===== src/rtl/regfile_wb_sched_pkg.sv =====
// Shared register-bus widths, write-enable levels and the zero word used
// by the write-back scheduler.
package regfile_wb_sched_pkg;

  localparam int REG_BUS      = 32;
  localparam int REG_NUM_LOG2 = 5;
  localparam int REG_ADDR_BUS = REG_NUM_LOG2;
  localparam int REG_NUM      = 32;
  localparam int WB_REQ_NUM   = 3;

  localparam logic WRITE_ENABLE  = 1'b1;
  localparam logic WRITE_DISABLE = 1'b0;

  localparam logic [REG_BUS-1:0] ZERO_WORD = '0;

endpackage


===== src/rtl/regfile_wb_sched_rr_arbiter.sv =====
// N-way round-robin arbiter with one-hot grant; owns the rotation pointer.
// With fixed0_i set, requester 0 always wins and never moves the pointer.
module rr_arbiter #(
  parameter int N     = 3,
  parameter int IDX_W = (N > 1) ? $clog2(N) : 1
) (
  input  logic         clk_i,
  input  logic         rst_ni,
  input  logic [N-1:0] req_i,
  input  logic         advance_i,
  input  logic         fixed0_i,
  output logic [N-1:0] gnt_o
);

  logic [IDX_W-1:0] ptr_q, ptr_d;
  logic [IDX_W-1:0] gnt_idx;

  // Scan offsets from far to near so the nearest requester after ptr wins.
  always_comb begin
    int               j;
    logic [IDX_W-1:0] jj;
    j       = 0;
    jj      = '0;
    gnt_o   = '0;
    gnt_idx = '0;
    if (fixed0_i && req_i[0]) begin
      gnt_o[0] = 1'b1;
    end else begin
      for (int k = N; k >= 1; k--) begin
        j = int'(ptr_q) + k;
        if (j >= N) j = j - N;
        jj = IDX_W'(j);
        if (req_i[jj] && !(fixed0_i && (j == 0))) begin
          gnt_o     = '0;
          gnt_o[jj] = 1'b1;
          gnt_idx   = jj;
        end
      end
    end
  end

  always_comb begin
    ptr_d = ptr_q;
    if (advance_i && !(fixed0_i && gnt_o[0])) ptr_d = gnt_idx;
  end

  always_ff @(posedge clk_i or negedge rst_ni) begin
    if (!rst_ni) ptr_q <= IDX_W'(N - 1);
    else         ptr_q <= ptr_d;
  end

endmodule


===== src/rtl/regfile_wb_sched.sv =====
// Write-back scheduler sharing the register-file write port among NUM_REQ
// producers, with a busy scoreboard. RF_WB_FIXED_PRIO_EN gives producer 0 strict priority.
module regfile_wb_sched
  import regfile_wb_sched_pkg::*;
#(
  parameter int NUM_REQ = WB_REQ_NUM,
  parameter int ADDR_W  = REG_ADDR_BUS,
  parameter int DATA_W  = REG_BUS
) (
  input  logic                      clk_i,
  input  logic                      rst_ni,
  input  logic [NUM_REQ-1:0]        req_valid_i,
  input  logic [NUM_REQ*ADDR_W-1:0] req_addr_i,
  input  logic [NUM_REQ*DATA_W-1:0] req_data_i,
  output logic [NUM_REQ-1:0]        req_ready_o,
  input  logic                      rsv_valid_i,
  input  logic [ADDR_W-1:0]         rsv_addr_i,
  output logic                      rsv_ready_o,
  input  logic                      flush_i,
  input  logic [ADDR_W-1:0]         q_addr1_i,
  input  logic [ADDR_W-1:0]         q_addr2_i,
  output logic                      q_busy1_o,
  output logic                      q_busy2_o,
  output logic                      we_o,
  output logic [ADDR_W-1:0]         waddr_o,
  output logic [DATA_W-1:0]         wdata_o,
  output logic [REG_NUM-1:0]        busy_vec_o
);

`ifdef RF_WB_FIXED_PRIO_EN
  localparam logic FIXED0 = 1'b1;
`else
  localparam logic FIXED0 = 1'b0;
`endif

  logic               we_q, we_d;
  logic [ADDR_W-1:0]  waddr_q, waddr_d;
  logic [DATA_W-1:0]  wdata_q, wdata_d;
  logic [REG_NUM-1:0] busy_q, busy_d;

  logic               xfer;
  logic               clr_valid;
  logic [ADDR_W-1:0]  wb_addr;
  logic [DATA_W-1:0]  wb_data;

  rr_arbiter #(.N(NUM_REQ)) u_arb (
    .clk_i     (clk_i),
    .rst_ni    (rst_ni),
    .req_i     (req_valid_i),
    .advance_i (xfer),
    .fixed0_i  (FIXED0),
    .gnt_o     (req_ready_o)
  );

  assign xfer = |(req_valid_i & req_ready_o);

  always_comb begin
    wb_addr = '0;
    wb_data = ZERO_WORD[DATA_W-1:0];
    for (int i = 0; i < NUM_REQ; i++) begin
      if (req_ready_o[i]) begin
        wb_addr = req_addr_i[i*ADDR_W +: ADDR_W];
        wb_data = req_data_i[i*DATA_W +: DATA_W];
      end
    end
  end

  // Register 0 is hardwired, so a write-back to it never clears anything.
  assign clr_valid = xfer && (wb_addr != '0);

  assign rsv_ready_o = !flush_i &&
                       ((rsv_addr_i == '0) || !busy_q[rsv_addr_i] ||
                        (clr_valid && (wb_addr == rsv_addr_i)));

  assign q_busy1_o = busy_q[q_addr1_i] && (q_addr1_i != '0) &&
                     !(clr_valid && (wb_addr == q_addr1_i));
  assign q_busy2_o = busy_q[q_addr2_i] && (q_addr2_i != '0) &&
                     !(clr_valid && (wb_addr == q_addr2_i));

  // Set is applied after clear so a same-cycle reserve keeps the bit.
  always_comb begin
    busy_d = busy_q;
    if (clr_valid) busy_d[wb_addr] = 1'b0;
    if (rsv_valid_i && rsv_ready_o && (rsv_addr_i != '0)) busy_d[rsv_addr_i] = 1'b1;
    if (flush_i) busy_d = '0;
  end

  always_comb begin
    we_d    = clr_valid ? WRITE_ENABLE : WRITE_DISABLE;
    waddr_d = waddr_q;
    wdata_d = wdata_q;
    if (xfer) begin
      waddr_d = wb_addr;
      wdata_d = wb_data;
    end
  end

  always_ff @(posedge clk_i or negedge rst_ni) begin
    if (!rst_ni) begin
      we_q    <= WRITE_DISABLE;
      waddr_q <= '0;
      wdata_q <= '0;
      busy_q  <= '0;
    end else begin
      we_q    <= we_d;
      waddr_q <= waddr_d;
      wdata_q <= wdata_d;
      busy_q  <= busy_d;
    end
  end

  assign we_o       = we_q;
  assign waddr_o    = waddr_q;
  assign wdata_o    = wdata_q;
  assign busy_vec_o = busy_q;

endmodule


===== config.mk =====
export PLATFORM = sky130hd
export DESIGN_NAME = regfile_wb_sched
export DESIGN_NICKNAME = d
export VERILOG_FILES = /design/src/rtl/regfile_wb_sched_pkg.sv /design/src/rtl/regfile_wb_sched_rr_arbiter.sv /design/src/rtl/regfile_wb_sched.sv
export SDC_FILE = /design/constraint.sdc
export NUM_CORES = 1
export LEC_CHECK = 0
export ABC_AREA = 1
export CORE_AREA = 2 2 115 117
export DETAILED_ROUTE_END_ITERATION = 8
export DIE_AREA = 0 0 117 119
export PLACE_DENSITY = 0.81
export SETUP_SLACK_MARGIN = 0.05
export SLEW_MARGIN = 10
export SYNTH_ARGS = -nofsm -noshare
export SYNTH_HDL_FRONTEND = slang
export SYNTH_SLANG_ARGS = --single-unit

===== constraint.sdc =====
create_clock -name clk_i -period 3.95 [get_ports clk_i]
set_input_delay 0.5925 -clock clk_i [delete_from_list [all_inputs] [get_ports clk_i]]
set_output_delay 0.5925 -clock clk_i [all_outputs]
set_load 0.01 [all_outputs]

==> Word level (Yosys, flattened, before mapping) <==
Index checks and enable logic that the tools add are counted.
W data, S select, Z words.
{ "word_totals": {"ramBits": 0, "latch_bits": 0, "regBits": 72, "rom_bits": 0, "word_cells": 102, "n_memories": 0} }
{ "op_classes": {"n_addsub": 6, "div_mod_pow": 0, "mul": 0, "n_reduce_logical": 28, "n_lt_le_gt_ge": 15, "bitwise_logic": 4, "mux": 41, "shift": 0, "n_eq_ne": 3} }
{ "op_table": {"columns": ["op", "n"], "rows": [
  ["$mux W32", 6],
  ["$and A32 B32 Y32", 1],
  ["$not A32 Y32", 1],
  ["$or A32 B32 Y32", 1],
  ["$lt A5 B6 Y1 const B", 4],
  ["$reduce_bool A5 Y1", 4],
  ["$logic_and A1 B1 Y1", 16],
  ["$bmux W1 S5", 3],
  ["$eq A5 B5 Y1", 3],
  ["$mux W5", 3],
  ["$mux W1", 12],
  ["$mux W2", 6],
  ["$demux W1 S5", 2],
  ["$ge A5 B1 Y1 const B", 2],
  ["$ge A3 B2 Y1 const B", 3],
  ["$lt A2 B3 Y1 const B", 3],
  ["$mux W3", 3],
  ["$add A2 B2 Y3 const B", 2],
  ["$bmux W1 S2", 3],
  ["$demux W1 S2", 3],
  ["$ge A2 B1 Y1 const B", 3],
  ["$sub A2 B1 Y2 const B", 3],
  ["$logic_not A5 Y1", 1],
  ["$logic_not A1 Y1", 4],
  ["other kinds (4)", 5]
]} }

==> Logic depth before layout (Yosys ltp) <==
Gate-level depths: netlist of run 1.
{ "depth": {"word_depth": 23, "mapped_depth": 25, "mapped_depth_nobuf": 24} }

==> Hierarchy <==
From an unflattened synthesis of run 1, not the netlist that was laid out.
{ "hier_totals": {"cells_unflattened": 886, "hier_area_um2": 5775.5} }
{ "modules_own_cells": {"columns": ["module", "cells_per_inst", "seq_area_each_um2", "instances", "area_per_inst_um2"], "rows": [
  ["regfile_wb_sched", 812, 1751.7, 1, 5285.1],
  ["rr_arbiter", 74, 51.3, 1, 490.5]
]} }

==> Worst setup path after synthesis of run 1 <==
No wires, ideal clock.
{ "synth_timing": {"path_kind": "register -> output", "startpoint": "register u_arb.ptr_q[1]", "endpoint": "output rsv_ready_o", "path_stages_with_launch": 21, "required_time_ns": 3.357, "arrival_time_ns": 2.738, "path_slack_ns": 0.620, "path_buffers": 1, "cell_sequence": "dfstp_2 -> inv_1 -> ha_1 -> inv_2 -> nand2_1 -> nand3_1 -> nand2_2 -> nand2_1 -> inv_2 -> nor2_2 -> nand2_4 -> nor2_4 -> nand2_2 -> nand2_2 -> nand2_4 -> inv_2 -> nor2_1 -> a21oi_4 -> nand2_4 -> a21oi_4 -> buf_6"} }
{ "synth_via": {"elab_chain_len": 18, "word_cells_on_any_way": 47} }
{ "synth_lines": {"columns": ["element", "line", "text"], "rows": [
  ["start, declared", "regfile_wb_sched_rr_arbiter.sv:15", "logic [IDX_W-1:0] ptr_q, ptr_d;"],
  ["start signal, assigned", "regfile_wb_sched_rr_arbiter.sv:48", "if (!rst_ni) ptr_q <= IDX_W'(N - 1);"],
  ["start signal, assigned", "regfile_wb_sched_rr_arbiter.sv:49", "else ptr_q <= ptr_d;"],
  ["$add A2 B2 Y3", "regfile_wb_sched_rr_arbiter.sv:30", "j = int'(ptr_q) + k;"],
  ["$ge A3 B2 Y1 or $sub A2 B1 Y2 (tied branches)", "regfile_wb_sched_rr_arbiter.sv:31", "if (j >= N) j = j - N;"],
  ["$mux W2", "regfile_wb_sched_rr_arbiter.sv:31", null],
  ["$lt A2 B3 Y1 (not written as such) or $ge A2 B1 Y1 (tied branches)", "regfile_wb_sched_rr_arbiter.sv:35", "gnt_o[jj] = 1'b1;"],
  ["$logic_and A1 B1 Y1 (not written as such)", "regfile_wb_sched_rr_arbiter.sv:35", null],
  ["$mux W1 (not written as such)", "regfile_wb_sched_rr_arbiter.sv:35", null],
  ["$demux W1 S2", "regfile_wb_sched_rr_arbiter.sv:35", null],
  ["$mux W3 (2 in series)", "regfile_wb_sched_rr_arbiter.sv:33", "if (req_i[jj] && !(fixed0_i && (j == 0))) begin"],
  ["$mux W3 *", "regfile_wb_sched_rr_arbiter.sv:33", null],
  ["$mux W5 (3 in series)", "regfile_wb_sched.sv:61", "if (req_ready_o[i]) begin"],
  ["$reduce_bool A5 Y1", "regfile_wb_sched.sv:69", "assign clr_valid = xfer && (wb_addr != '0);"],
  ["$logic_and A1 B1 Y1 *", "regfile_wb_sched.sv:69", null],
  ["via clr_valid", "regfile_wb_sched.sv:42", "logic clr_valid;"],
  ["$logic_and A1 B1 Y1 *", "regfile_wb_sched.sv:73", "(clr_valid && (wb_addr == rsv_addr_i)));"],
  ["$logic_or A1 B1 Y1 *", "regfile_wb_sched.sv:72", "((rsv_addr_i == '0) || !busy_q[rsv_addr_i] ||"],
  ["$logic_and A1 B1 Y1 *", "regfile_wb_sched.sv:71", "assign rsv_ready_o = !flush_i &&"],
  ["end, declared", "regfile_wb_sched.sv:18", "output logic rsv_ready_o,"]
]} }
The timed path passes the listed nets; every way through them passes the cells marked *. The select of a mux whose other input is x is not followed.

==> Final worst setup path of run 1 <==
{ "layout_timing": {"startpoint": "register u_arb.ptr_q[1]", "endpoint": "output q_busy2_o"} }
{ "layout_via": {"elab_chain_len": 18, "word_cells_on_any_way": 47} }
{ "layout_lines": {"columns": ["element", "line", "text"], "rows": [
  ["$add A2 B2 Y3", "regfile_wb_sched_rr_arbiter.sv:30", null],
  ["$ge A3 B2 Y1 or $sub A2 B1 Y2 (tied branches)", "regfile_wb_sched_rr_arbiter.sv:31", null],
  ["$mux W2", "regfile_wb_sched_rr_arbiter.sv:31", null],
  ["$lt A2 B3 Y1 (not written as such) or $ge A2 B1 Y1 (tied branches)", "regfile_wb_sched_rr_arbiter.sv:35", null],
  ["$logic_and A1 B1 Y1 (not written as such)", "regfile_wb_sched_rr_arbiter.sv:35", null],
  ["$mux W1 (not written as such)", "regfile_wb_sched_rr_arbiter.sv:35", null],
  ["$demux W1 S2", "regfile_wb_sched_rr_arbiter.sv:35", null],
  ["$mux W3 (2 in series)", "regfile_wb_sched_rr_arbiter.sv:33", null],
  ["$mux W3 *", "regfile_wb_sched_rr_arbiter.sv:33", null],
  ["$mux W5 (3 in series)", "regfile_wb_sched.sv:61", null],
  ["$reduce_bool A5 Y1", "regfile_wb_sched.sv:69", null],
  ["$logic_and A1 B1 Y1", "regfile_wb_sched.sv:69", null],
  ["$logic_and A1 B1 Y1 *", "regfile_wb_sched.sv:78", "!(clr_valid && (wb_addr == q_addr2_i));"],
  ["$logic_not A1 Y1 *", "regfile_wb_sched.sv:78", null],
  ["$logic_and A1 B1 Y1 *", "regfile_wb_sched.sv:77", "assign q_busy2_o = busy_q[q_addr2_i] && (q_addr2_i != '0) &&"],
  ["end, declared", "regfile_wb_sched.sv:23", "output logic q_busy2_o,"]
]} }
Mark *: on every way between the ends. The rest lies on a longest branch, timed or not. The select of a mux whose other input is x is not followed.

==> results of run 1 <==
logic make-up (layout without fill, tap and decap cells):
group,count (synthesis),count (layout)
buffers and inverters,153,391
AOI/OAI and AO/OA,270,270
adders and majority gates,5,5
and+or+nand+nor,336,337
DFF,72,72
xor gates and xnor gates,8,8
area by class of cell:
class,count,area (µm²)
well taps,176,220
multi-input cells,620,3410
clock buffers,11,243
inverters,106,405
clock inverters,3,43.8
fillers,1115,4170
repair buffers,271,2580
flip-flops and latches,72,1800
cells in the mapped netlist (10+ instances only):
library cell and number:
a21oi_1 99, a221oi_1 34, clkbuf_1 31, dfrtp_1 71, inv_1 93, inv_2 10
nand2_1 160, nand2_2 26, nand3_1 36, nand4_1 33, nor2_1 48, o21ai_0 105
sequential cells by signal, indices dropped and copies added (netlist names):
signal and flops:
busy_vec_o 32, u_arb.ptr_q 2, wdata_o 32, we_o 1, waddr_o 5
worst max-delay path: cells and delay by family, from the launching register on:
kind / cells / cell delay (ns)
AOI/OAI and AO/OA: 2 / 0.21
xor gates and xnor gates: 1 / 0.14
adders and majority gates: 1 / 0.29
buffers and inverters: 5 / 0.55
DFF: 1 / 0.53
and+or+nand+nor: 9 / 1.19
per-layer routing:
metal  vias up  GRT usage  wire length [µm]
li1       3380          -                 -
met1      3371      0.472              9700
met2       439      0.514             10800
met3        68     0.0875              2410
met4         0      0.126               767
met5         -          0                 0
report_power, final:
part / total (µW) / internal, µW / switching (µW)
registers: 1140 / 1000 / 135
clock network: 820 / 499 / 320
logic: 6090 / 2520 / 3570
timing repair:
action / 4_1_cts / 5_1_grt
buffers inserted: 2 / 6
endpoints found under the setup margin: 3 / 3
pin swaps: 5 / 15
resized for setup: 11 / 30
cloned: 0 / 1
per-stage QoR:
step                       util  setup slack, ns  hold slack, ns  cells
final                     0.676            0.102           0.394   1259
after CTS                 0.665          0.00760           0.432   1252
after floorplan               -            0.620           0.297    844
after global routing      0.676          0.00326           0.468   1259
after detailed placement  0.639          -0.0575           0.472   1236
after global placement    0.639           0.0138           0.465   1236
worst min path at each step:
| stage | startpoint | to | slack [ns] | depth (start not counted) |
|---|---|---|---|---|
| 2_1_floorplan | rst_ni | busy_vec_o[0] | 0.30 | 0 |
| 3_3_place_gp | waddr_o[3] | waddr_o[3] | 0.47 | 2 |
| 6_report | rst_ni | wdata_o[8] | 0.39 | 1 |
| 4_1_cts | rst_ni | wdata_o[8] | 0.43 | 1 |
| 3_5_place_dp | waddr_o[1] | waddr_o[1] | 0.47 | 2 |
| 5_1_grt | rst_ni | wdata_o[8] | 0.47 | 1 |
cell usage in the layout (no fill, tap or decap), types with 5 or more instances in the layout:
master	count
a21oi_1	98
a221oi_1	34
buf_4	59
clkbuf_16	9
clkdlybuf4s50_1	204
dfrtp_1	71
inv_1	92
inv_2	9
nand2_1	154
nand2_2	30
nand2_4	6
nand3_1	36
nand4_1	33
nor2_1	48
nor2_4	5
nor3_1	8
o21ai_0	105
o22ai_1	9
xor2_1	7
==> run summary, run 1 <==
The run finished with clean final reports. The tightest min-delay check is of the in2async type. Synthesized-area fraction occupied by xor and xnor cells: 0.0122. The share of post-route cells with drive strength above 1 is 0.143, and the remaining global-route overflow is 0. The net count after synthesis is 982.

After synthesis, the cell types taking the most area are dfrtp_1, nand2_1, o21ai_0, a21oi_1, inv_1. For the normalized max-slew margin, the log shows 0.357. The run gives 0 ns as the setup total negative slack. The initial DRC count is 1,004.

In this run, synthesis produced a sequential element count of 72. The congestion estimate from routability-driven global placement came to 1.01. The final-report max-slew violation count is 0, and the via total after detailed routing is 7,258.

Clock-pin slew was measured on the worst setup and hold paths at 0.06 ns. The mux cell area share after synthesis was 0. Derived from the worst setup path, the maximum achievable clock frequency is 260 MHz. The logs give 0.00895 ns for the final clock skew and 0 for the number of design rule violations left after detail routing.

TritonCTS built the clock tree. The routed wirelength normalized by instance count is 18.8 µm. Worst flop-to-flop path endpoint: busy_vec_o[17]. By instance count, the cell type seen most on the critical path is nand2_2.

The compound-gate portion of the synthesized area works out to 0.275. Once detailed placement completed, the half-perimeter wirelength came to 17,600 µm. Row generation in the floorplan step produced 42 rows. The post-synthesis share of cell area spent on and, or, nand and nor gates was 0.276; the total iterations of the first detailed-routing run was 5.

In this run the worst setup path begins at u_arb.ptr_q[1]. Start of the worst register-to-register path: u_arb.ptr_q[1]. The number of global-route vias before repair came out at 6,870. The number of antenna diodes in the final layout is 0. In this run, distinct cell masters in the synthesized netlist total 46. The initial core utilization is 0.446.

IR analysis of the VDD net gives a maximum drop of 0.645 mV. The clock passes through at most 2 buffers. Walking the worst path, the cells encountered are inv_2 > ha_4 > inv_6 > nand2_2 > nand2_4 > nor2_4 > nor2_4 > nand4_1 > nand2_2 > a21oi_1 > nand2_2 > nand2_4 > buf_12 > buf_12 > xor2_1 > nor4_2 > a2bb2oi_2 > buf_2.

Synthesis handed over a netlist of 844 instances. The fraction of synthesis flops using an asynchronous set or reset pin came out at 1.00. Counting the buffers created by CTS gives 9. The logs give 0 for the setup-violating endpoint count in the final report and 0.00380 µW for the leakage power summed over all cells. Setup slack on the worst reg-to-reg path comes out at 0.35 ns. Each instance of the synthesized netlist takes up on average 6.80 µm². In the synthesized netlist the dominant register cell turns out to be dfrtp_1.

The area of the core was 12,900 µm². The die covers 13,900 µm². The power per standard cell area is 923 nW/µm². The delay of the slowest cell on the worst path was 0.53 ns; the max-cap violation count was 0. At the worst endpoint, the arrival time is 3.26 ns. The tools report the global-route wire length before repair as 36,900 µm. The share of the synthesized area in the top cell type was 0.310; the slew at the pin closest to its max-slew limit was 0.964 ns. The final layout contains routed wiring with a total length of 23,600 µm.

The count of nets left with antenna violations once routing finished came out at 0. The depth of the most critical reg-to-reg path is 20. After detailed routing, the number of vias per cell comes to 5.76.

For the overall fraction of global-route tracks in use, the log shows 0.342. In this run the tool buffered the top-level ports with 208 buffer cells. After routing the design area is 8710 µm².

The final clock period utilization by the worst path works out to 0.974. STA classifies the critical path endpoint as an output pin. The tools report the startpoint type of the worst setup path as a flop. The clock insertion delay at the later pin of the skew report is 0.35 ns, and the post-route total power is 8040 µW. The synthesized design spends more area on one cell type than any other, namely dfrtp_1. The tools report the master cell of the clock root buffer as clkbuf_16.

The critical path is of the reg2out type. Layout-stage area growth over the synthesis result: 51.8%. The dominant combinational cell family by area after synthesis is simple AND/OR/NAND/NOR gates. The clock drives 72 sinks.

In this run, post-CTS hold repair placed 0 buffers. The minimum period implied by the final worst setup slack works out to 3.85 ns. The capture point of the worst path is q_busy2_o. The tools report the initial antenna violation count as 0. 209 I/O pins were placed. Summing all placed instances gives a cell area of 8230 µm². Die height: 119 µm.

The worst-path maximum fanout is 7, and the adder and majority cell fraction of the synthesized area is 0.0109. The width of the chip works out to 117 µm. Setup repair after global routing could not meet its margin everywhere.

The highest-delay cell along the critical path is dfstp_2. Entering global routing, the biggest net connects 73 pins. The netlist area before placement came out at 5740 µm². The tools report the number of hold violations in the final report as 0. Sequential-to-total area share from yosys stat: 0.314.

Data on the critical path is required at its endpoint by 3.36 ns. Counting flops with a built-in enable in the synthesized netlist gives 0. The H-tree generated during clock tree synthesis spans 3 levels.

The final net count is 1,218. During synthesis, Yosys emitted a total of 0 warnings.
No activity file was read; power rests on OpenSTA's default activity.
==> inputs of run 2 (changes only) <==
- CORE_AREA: 2 2 115 117 -> 2 2 116 118
- DIE_AREA: 0 0 117 119 -> 0 0 118 120
- PLACE_DENSITY: 0.81 -> 0.8
- SYNTH_HIERARCHICAL: unset -> 1
==> run summary, run 2 <==
The tools report the global-route track usage on met3 as 0.0594 (was 0.0875). The fraction of synthesis flops using an asynchronous set or reset pin is 1.00 (unchanged), and the row count is 42 (unchanged). For the initial core utilization, the log shows 0.445 (was 0.446). The most common flop cell mapped by yosys is dfrtp_1 (unchanged). The clock-pin slew reported for the worst setup and hold paths after clock tree synthesis works out to 0.06 ns (about the same).

The final clock skew was 0.0118 ns (was 0.00895 ns). The run finished with clean final reports. The post-synthesis register bit count is 72 (unchanged). Commonest cells in the netlist: nand2_1, nor2_1, inv_1 (was nand2_1, o21ai_0, a21oi_1).

The tools report the start of the worst register-to-register path as u_arb/ptr_q[1] (was u_arb.ptr_q[1]). For the post-route cell area, the log shows 8910 µm² (was 8710 µm²). The number of buffers added by the clock tree synthesis step was 9 (unchanged).

The startpoint type of the worst setup path was an input port (was a flop). Setup repair after global routing left no endpoint under its margin. List of cells traversed by the critical path: clkdlybuf4s50_1 > nor2_1 > nor2_2 > nand3_4 > inv_2 > nand2_1 > a31oi_4 > inv_2 > nand3_1 > nand2_1 > nand2_2 > nand2_1 > nor2_2 > nor2_4 > a41oi_2 > clkbuf_2 (was inv_2 > ha_4 > inv_6 > nand2_2 > nand2_4 > nor2_4 > nor2_4 > nand4_1 > nand2_2 > a21oi_1 > nand2_2 > nand2_4 > buf_12 > buf_12 > xor2_1 > nor4_2 > a2bb2oi_2 > buf_2).

The via total after detailed routing was 7,215 (was 7,258); the critical path data arrival time was 3.15 ns (was 3.26 ns). The cell with the most instances on the worst path is nand2_1 (was nand2_2). Die height: 120 µm (was 119 µm).

The routed wirelength normalized by instance count is 17.6 µm (was 18.8 µm). The slew at the pin closest to its max-slew limit was 0.982 ns (was 0.964 ns); the clock sink total was 72 (unchanged). The setup total negative slack is 0 ns (unchanged), and the post-detailed-route via-to-cell ratio is 5.47 (was 5.76). The run gives 5780 µm² (was 5740 µm²) as the netlist area before placement. The logs give 886 (was 844) for the number of cells produced by synthesis and 209 (unchanged) for the number of placed I/O pins. The number of synthesized flops with an enable pin is 0 (unchanged), and the maximum clock frequency is 267 MHz (was 260 MHz). Most heavily used metal layer in global routing: met2 (unchanged). The normalized max-slew margin is 0.343 (was 0.357), and the power per standard cell area is 801 nW/µm² (was 923 nW/µm²). The logs give 0 (unchanged) for the number of hold violations in the final report and 0.436 (was 0.472) for the global-route met1 utilization. The number of design rule violations left after detail routing was 0 (unchanged).

The peak supply drop is 0.595 mV (was 0.645 mV). The sequential-to-total area share from yosys stat is 0.312 (was 0.314). The share of post-route cells with drive strength above 1 is 0.143 (about the same). Commonest cells after routing, fill and taps aside: nand2_1, clkdlybuf4s50_1, nor2_1 (was clkdlybuf4s50_1, nand2_1, o21ai_0).

The die area is 14,200 µm² (was 13,900 µm²). The class of the worst hold path is in2async (unchanged). The minimum period implied by the final worst setup slack was 3.74 ns (was 3.85 ns); the CTS H-tree depth was 3 (unchanged).

The overall fraction of global-route tracks in use is 0.321 (was 0.342), and the global placement routability congestion is 0.994 (was 1.01). The cts-stage hold buffer count was 0 (unchanged). The number of routed nets with antenna violations is 0 (unchanged). Most repeated cell in the gate-level netlist after synthesis: nand2_1 (unchanged). The total iterations of the first detailed-routing run was 7 (was 5). Most common cell after layout, fill and taps aside: nand2_1 (was clkdlybuf4s50_1). The tools report the initial antenna violation count as 0 (unchanged). The type of element capturing the critical path is an output pin (unchanged).

The max-cap violation count came out at 0 (unchanged). The kind of critical path was in2out (was reg2out). The number of buffer cells added on primary ports came out at 208 (unchanged).

For the final-report max-slew violation count, the log shows 0 (unchanged). The remaining global-route overflow is 0 (unchanged), and the met2 usage is 0.496 (was 0.514). The delay of the slowest cell on the worst path came out at 0.58 ns (was 0.53 ns). For the final net count, the log shows 1,279 (was 1,218). The critical path required time was 3.36 ns (about the same). The global-route wire length before repair is 35,300 µm (was 36,900 µm).

Master cell of the clock root buffer: clkbuf_16 (unchanged). The setup-violating endpoint count in the final report is 0 (unchanged). For the number of antenna repair diodes, the log shows 0 (unchanged).

The tools report the initial DRC count as 769 (was 1,004). The number of warnings issued by yosys was 6 (was 0). The largest net degree at the start of global routing came out at 73 (unchanged). TritonCTS built the clock tree. The maximum buffer depth of the clock tree came out at 2 (unchanged). The share of the synthesized area in the top cell type is 0.308 (was 0.310). The top cell type by total area after synthesis is dfrtp_1 (unchanged). The mean instance size in the synthesized netlist was 6.52 µm² (was 6.80 µm²); the count of distinct cell types in the synthesized netlist was 41 (was 46).

The layout-stage area growth over the synthesis result is 54.2% (was 51.8%). The clock insertion delay at the later pin of the skew report is 0.36 ns (was 0.35 ns). The area of the core is 13,000 µm² (was 12,900 µm²), and the estimated wirelength of the detail-placed design is 17,200 µm (was 17,600 µm). The worst-path maximum fanout works out to 7 (unchanged). The tools report the startpoint of the most critical setup path as req_valid_i[1] (was u_arb.ptr_q[1]). The width of the chip was 118 µm (was 117 µm). Synth area leaders: dfrtp_1, nand2_1, a21oi_1, nor2_1, inv_1 (was dfrtp_1, nand2_1, o21ai_0, a21oi_1, inv_1).

The highest-delay cell along the critical path is clkdlybuf4s50_1 (was dfstp_2). The number of global-route vias before repair is 6,533 (was 6,870), and the final wirelength is 23,300 µm (was 23,600 µm). The post-placement cell area was 8460 µm² (was 8230 µm²); the final clock period utilization by the worst path was 0.947 (was 0.974).

Leakage power summed over all cells: 0.00410 µW (was 0.00380 µW).
## run 2: cells by family (layout without fill, tap and decap cells)
| kind of cell | after synthesis | count (layout) | synth area share |
|---|---|---|---|
| buffers and inverters | 141 | 395 | 0.0994 |
| xor gates and xnor gates | 8 | 8 | 0.0121 |
| AOI/OAI and AO/OA | 207 | 207 | 0.227 |
| adders and majority gates | 6 | 6 | 0.0130 |
| other | 1 | 5 | 0.000649 |
| DFF | 72 | 72 | 0.312 |
| and+or+nand+nor | 451 | 451 | 0.336 |
## run 2: stage by stage
step	std cells	setup WS, ns	utilization	hold WS [ns]	power (µW)
2_1_floorplan	890	0.270	-	0.297	3910
3_3_place_gp	1296	-0.216	0.652	0.464	5920
3_5_place_dp	1296	-0.228	0.652	0.468	5960
4_1_cts	1314	0.0589	0.678	0.425	6870
5_1_grt	1320	0.0308	0.686	0.462	7640
6_report	1320	0.209	0.686	0.378	7130
## run 2: area by class of cell
class / count / area (µm²)
fill: 1120 / 4070
multi-input combinational: 677 / 3550
timing repair buffer: 284 / 2700
sequential: 72 / 1800
inverter: 96 / 360
clock buffer: 10 / 239
tap: 176 / 220
clock inverter: 5 / 33.8
## run 2: what timing repair did
action | CTS | global route
pin swaps | 2 | 11
setup buffers | 3 | 6
resized for setup | 18 | 24
setup endpoints to repair | 3 | 3
hold endpoints to repair | 0 | 0
## run 2: final timing paths
check                      cells after the start  slack [ns]              to
min in group clk_i                             2        0.48     wdata_o[21]
min                                            1        0.38     wdata_o[13]
min reg2reg                                    2        0.48     wdata_o[21]
max in group asynchronous                      1        2.93      waddr_o[4]
max                                           16        0.21       q_busy1_o
max reg2reg                                   24        0.53  busy_vec_o[23]
## run 2: critical path, delay by kind of cell
kind            cells  cell delay [ns]
compound gates      2             0.51
buf+inv             4             0.94
simple gates       10             1.08
## run 2: power breakdown
group	internal, µW	total (µW)	switching (µW)
logic	2270	5230	2960
clock network	437	767	330
registers	996	1140	143
total	3700	7130	3430
## run 2: metal layers
metal / up-vias / part of all wire
met5: - / 0
met4: 0 / 0.037
met3: 64 / 0.076
met2: 371 / 0.45
met1: 3339 / 0.43
li1: 3441 / -
==> inputs of run 3 (changes only) <==
- CORE_AREA: 2 2 116 118 -> 8 8 122 124
- DIE_AREA: 0 0 118 120 -> 0 0 130 132
- REMOVE_ABC_BUFFERS: unset -> 1
==> run summary, run 3 (synthesis results as in run 2) <==
The flow ran to the end, and the final reports show no timing, DRC or antenna violations. The peak supply drop was 0.481 mV (was 0.595 mV); the number of routed nets with antenna violations was 0 (unchanged). Startpoint type of the worst setup path: a flop (was an input port). For the storage element area, the log shows 1800 µm² (unchanged).

Setup repair after global routing could not meet its margin everywhere. The master cell of the clock root buffer is clkbuf_16 (unchanged). The logs give 3.26 ns (was 3.15 ns) for the critical path data arrival time and 0 (unchanged) for the remaining global-route overflow.

The power per standard cell area is 796 nW/µm² (was 801 nW/µm²), and the final wirelength is 23,700 µm (was 23,300 µm). The switching share of power works out to 0.478 (was 0.481). TritonCTS built the clock tree. The run gives 1,135 (was 1,120) as the fill cell instance count of the final layout.

The routed wirelength normalized by instance count was 17.9 µm (was 17.6 µm); the initial DRC count was 653 (was 769). The logs give 209 (unchanged) for the number of placed I/O pins and 42 (unchanged) for the row count. The total iterations of the first detailed-routing run was 5 (was 7); the clock-pin slew reported for the worst setup and hold paths after clock tree synthesis was 0.06 ns (about the same). The share of post-route cells with drive strength above 1 works out to 0.137 (was 0.143).

The number of buffers added by the clock tree synthesis step is 9 (unchanged), and the post-layout instance count excluding filler cells is 1,324 (was 1,320). The final clock period utilization by the worst path is 0.975 (was 0.947), and the sequential cell fraction of total power is 0.161 (was 0.160). The max-cap violation count is 0 (unchanged), and the final clock skew is 0.00931 ns (was 0.0118 ns). The normalized max-slew margin is 0.398 (was 0.343). The number of hold violations in the final report is 0 (unchanged). The tools report the maximum clock frequency as 260 MHz (was 267 MHz). The tools report the post-route cell area as 8940 µm² (was 8910 µm²). The combinational share of power came out at 0.715 (was 0.733). Worst flop-to-flop path endpoint: busy_vec_o[8] (was busy_vec_o[23]).

The highest-delay cell along the critical path was dfstp_2 (was clkdlybuf4s50_1). The layout-stage area growth over the synthesis result works out to 54.9% (was 54.2%). The tools report the tightest hold margin as 0.372 ns (was 0.378 ns).

The class of the worst hold path is in2async (unchanged). The clock group share of total power is 0.124 (was 0.108), and the post-placement cell area is 8460 µm² (about the same). The delay of the slowest cell on the worst path was 0.52 ns (was 0.58 ns). The depth of the most critical reg-to-reg path was 21 (was 24). The switching power was 3400 µW (was 3430 µW). For the area of the core, the log shows 13,000 µm² (unchanged).

The start of the worst register-to-register path was u_arb/ptr_q[1] (unchanged). The critical path required time was 3.36 ns (about the same); the die height was 132 µm (was 120 µm). The width of the chip came out at 130 µm (was 118 µm). The maximum buffer depth of the clock tree was 2 (unchanged); the worst-case register-to-register setup slack was 0.38 ns (was 0.53 ns).

Cell with the most instances on the worst path: buf_4 (was nand2_1). The footprint of the multi-input gates was 3540 µm² (was 3550 µm²); the largest net degree at the start of global routing was 73 (unchanged). The run gives 72 (unchanged) as the clock sink total. The number of global-route vias before repair came out at 6,728 (was 6,533). The tools report the global placement routability congestion as 0.950 (was 0.994). The minimum period implied by the final worst setup slack is 3.85 ns (was 3.74 ns). The final net count was 1,282 (was 1,279); the setup slack of the critical path after layout was 0.0972 ns (was 0.209 ns).

CTS H-tree depth: 3 (unchanged). The internal power came out at 3710 µW (was 3700 µW). The most common cell after layout, fill and taps aside is nand2_1 (unchanged). The number of cells in the design after placement was 1,300 (was 1,296); the number of design rule violations left after detail routing was 0 (unchanged). The global-route wire length before repair was 37,000 µm (was 35,300 µm). The via total after detailed routing was 7,105 (was 7,215). The initial antenna violation count was 0 (unchanged); the estimated wirelength of the detail-placed design was 18,400 µm (was 17,200 µm). The type of element capturing the critical path is an output pin (unchanged). For the number of antenna repair diodes, the log shows 0 (unchanged). For the die area, the log shows 17,200 µm² (was 14,200 µm²).

The run gives -0.242 ns (was -0.228 ns) as the post-place setup slack. The post-detailed-route via-to-cell ratio came out at 5.37 (was 5.47). The slew at the pin closest to its max-slew limit came out at 0.903 ns (was 0.982 ns). Commonest cells after routing, fill and taps aside: nand2_1, clkdlybuf4s50_1, nor2_1 (unchanged).

The leakage power summed over all cells came out at 0.00413 µW (was 0.00410 µW). The run gives 0 (unchanged) as the final-report max-slew violation count. The kind of critical path is reg2out (was in2out). List of cells traversed by the critical path: inv_1 > ha_4 > nand3_2 > nand3_4 > nand4_1 > buf_4 > a31oi_4 > a21oi_1 > nand2_1 > nand2_4 > buf_4 > buf_4 > xor2_1 > a41oi_2 > buf_2 (was clkdlybuf4s50_1 > nor2_1 > nor2_2 > nand3_4 > inv_2 > nand2_1 > a31oi_4 > inv_2 > nand3_1 > nand2_1 > nand2_2 > nand2_1 > nor2_2 > nor2_4 > a41oi_2 > clkbuf_2). The setup-violating endpoint count in the final report was 0 (unchanged). The initial core utilization is 0.445 (unchanged). The number of buffer cells added on primary ports was 208 (unchanged); the clock insertion delay at the later pin of the skew report was 0.35 ns (was 0.36 ns).

The overall fraction of global-route tracks in use was 0.278 (was 0.321); the worst-path maximum fanout was 7 (unchanged).
==> run 3: cell types whose count changed in the layout (fill, tap and decap cells not counted), sizes merged <==
cell / change
inv: +1
a31oi: +1
buf: +4
clkinvlp: -1
clkbuf: -3
bufinv: +2
==> run 3: repair_timing <==
item	CTS	global route
gates resized for setup	20	19
hold buffers	0	0
cloned	1	1
pin swaps	1	7
setup buffers	2	4
endpoints found under the setup margin	4	10
==> run 3: how the worst max path moves through the flow <==
stage                         from              to  slack (ns)
finish              u_arb/ptr_q[1]       q_busy1_o         0.1
global route        u_arb/ptr_q[1]     rsv_ready_o       -0.03
CTS                 u_arb/ptr_q[1]       q_busy2_o        0.07
detailed placement  req_valid_i[2]       q_busy1_o       -0.24
global placement    req_valid_i[2]       q_busy1_o       -0.19
floorplan           u_arb/ptr_q[1]  busy_vec_o[10]       -2.06
==> run 3: power groups by stage <==
stage	combinational [µW]	clock (µW)	sequential, µW
after global placement	4730	0	1140
after CTS	4870	895	1150
after detailed placement	4750	0	1150
final	5090	882	1150
after global routing	5540	930	1170
after floorplan	2560	0	1230
==> run 3: routing by layer <==
| metal | routed length [µm] | up-vias | track usage |
|---|---|---|---|
| met5 | 0 | - | 0 |
| met4 | 535 | 0 | 0.0807 |
| met3 | 1750 | 49 | 0.0554 |
| met2 | 11700 | 326 | 0.465 |
| met1 | 9720 | 3280 | 0.351 |
| li1 | - | 3450 | - |
==> run 3: cell type report <==
class                   instances  share of cell area
multi-input cells             678               0.395
inverters                      96              0.0411
flip-flops and latches         72               0.202
well taps                     176              0.0246
clock inverters                 7              0.0106
repair buffers                286               0.301
clock buffers                   9              0.0252
==> run 3: critical path: cells and delay by family, from the launching register on <==
family | cells | cell delay, ns
compound gates | 3 | 0.54
xor+xnor | 1 | 0.14
fa+ha+maj | 1 | 0.31
buf+inv | 5 | 0.73
flops | 1 | 0.52
simple gates | 5 | 0.66
==> run 3: stage by stage <==
| step | TNS, ns | power, µW | utilization |
|---|---|---|---|
| floorplan | -105.34 | 3790 | - |
| global placement | -0.531 | 5870 | 0.652 |
| detailed placement | -0.654 | 5910 | 0.652 |
| CTS | 0 | 6920 | 0.683 |
| global route | -0.0511 | 7640 | 0.689 |
| finish | 0 | 7120 | 0.689 |
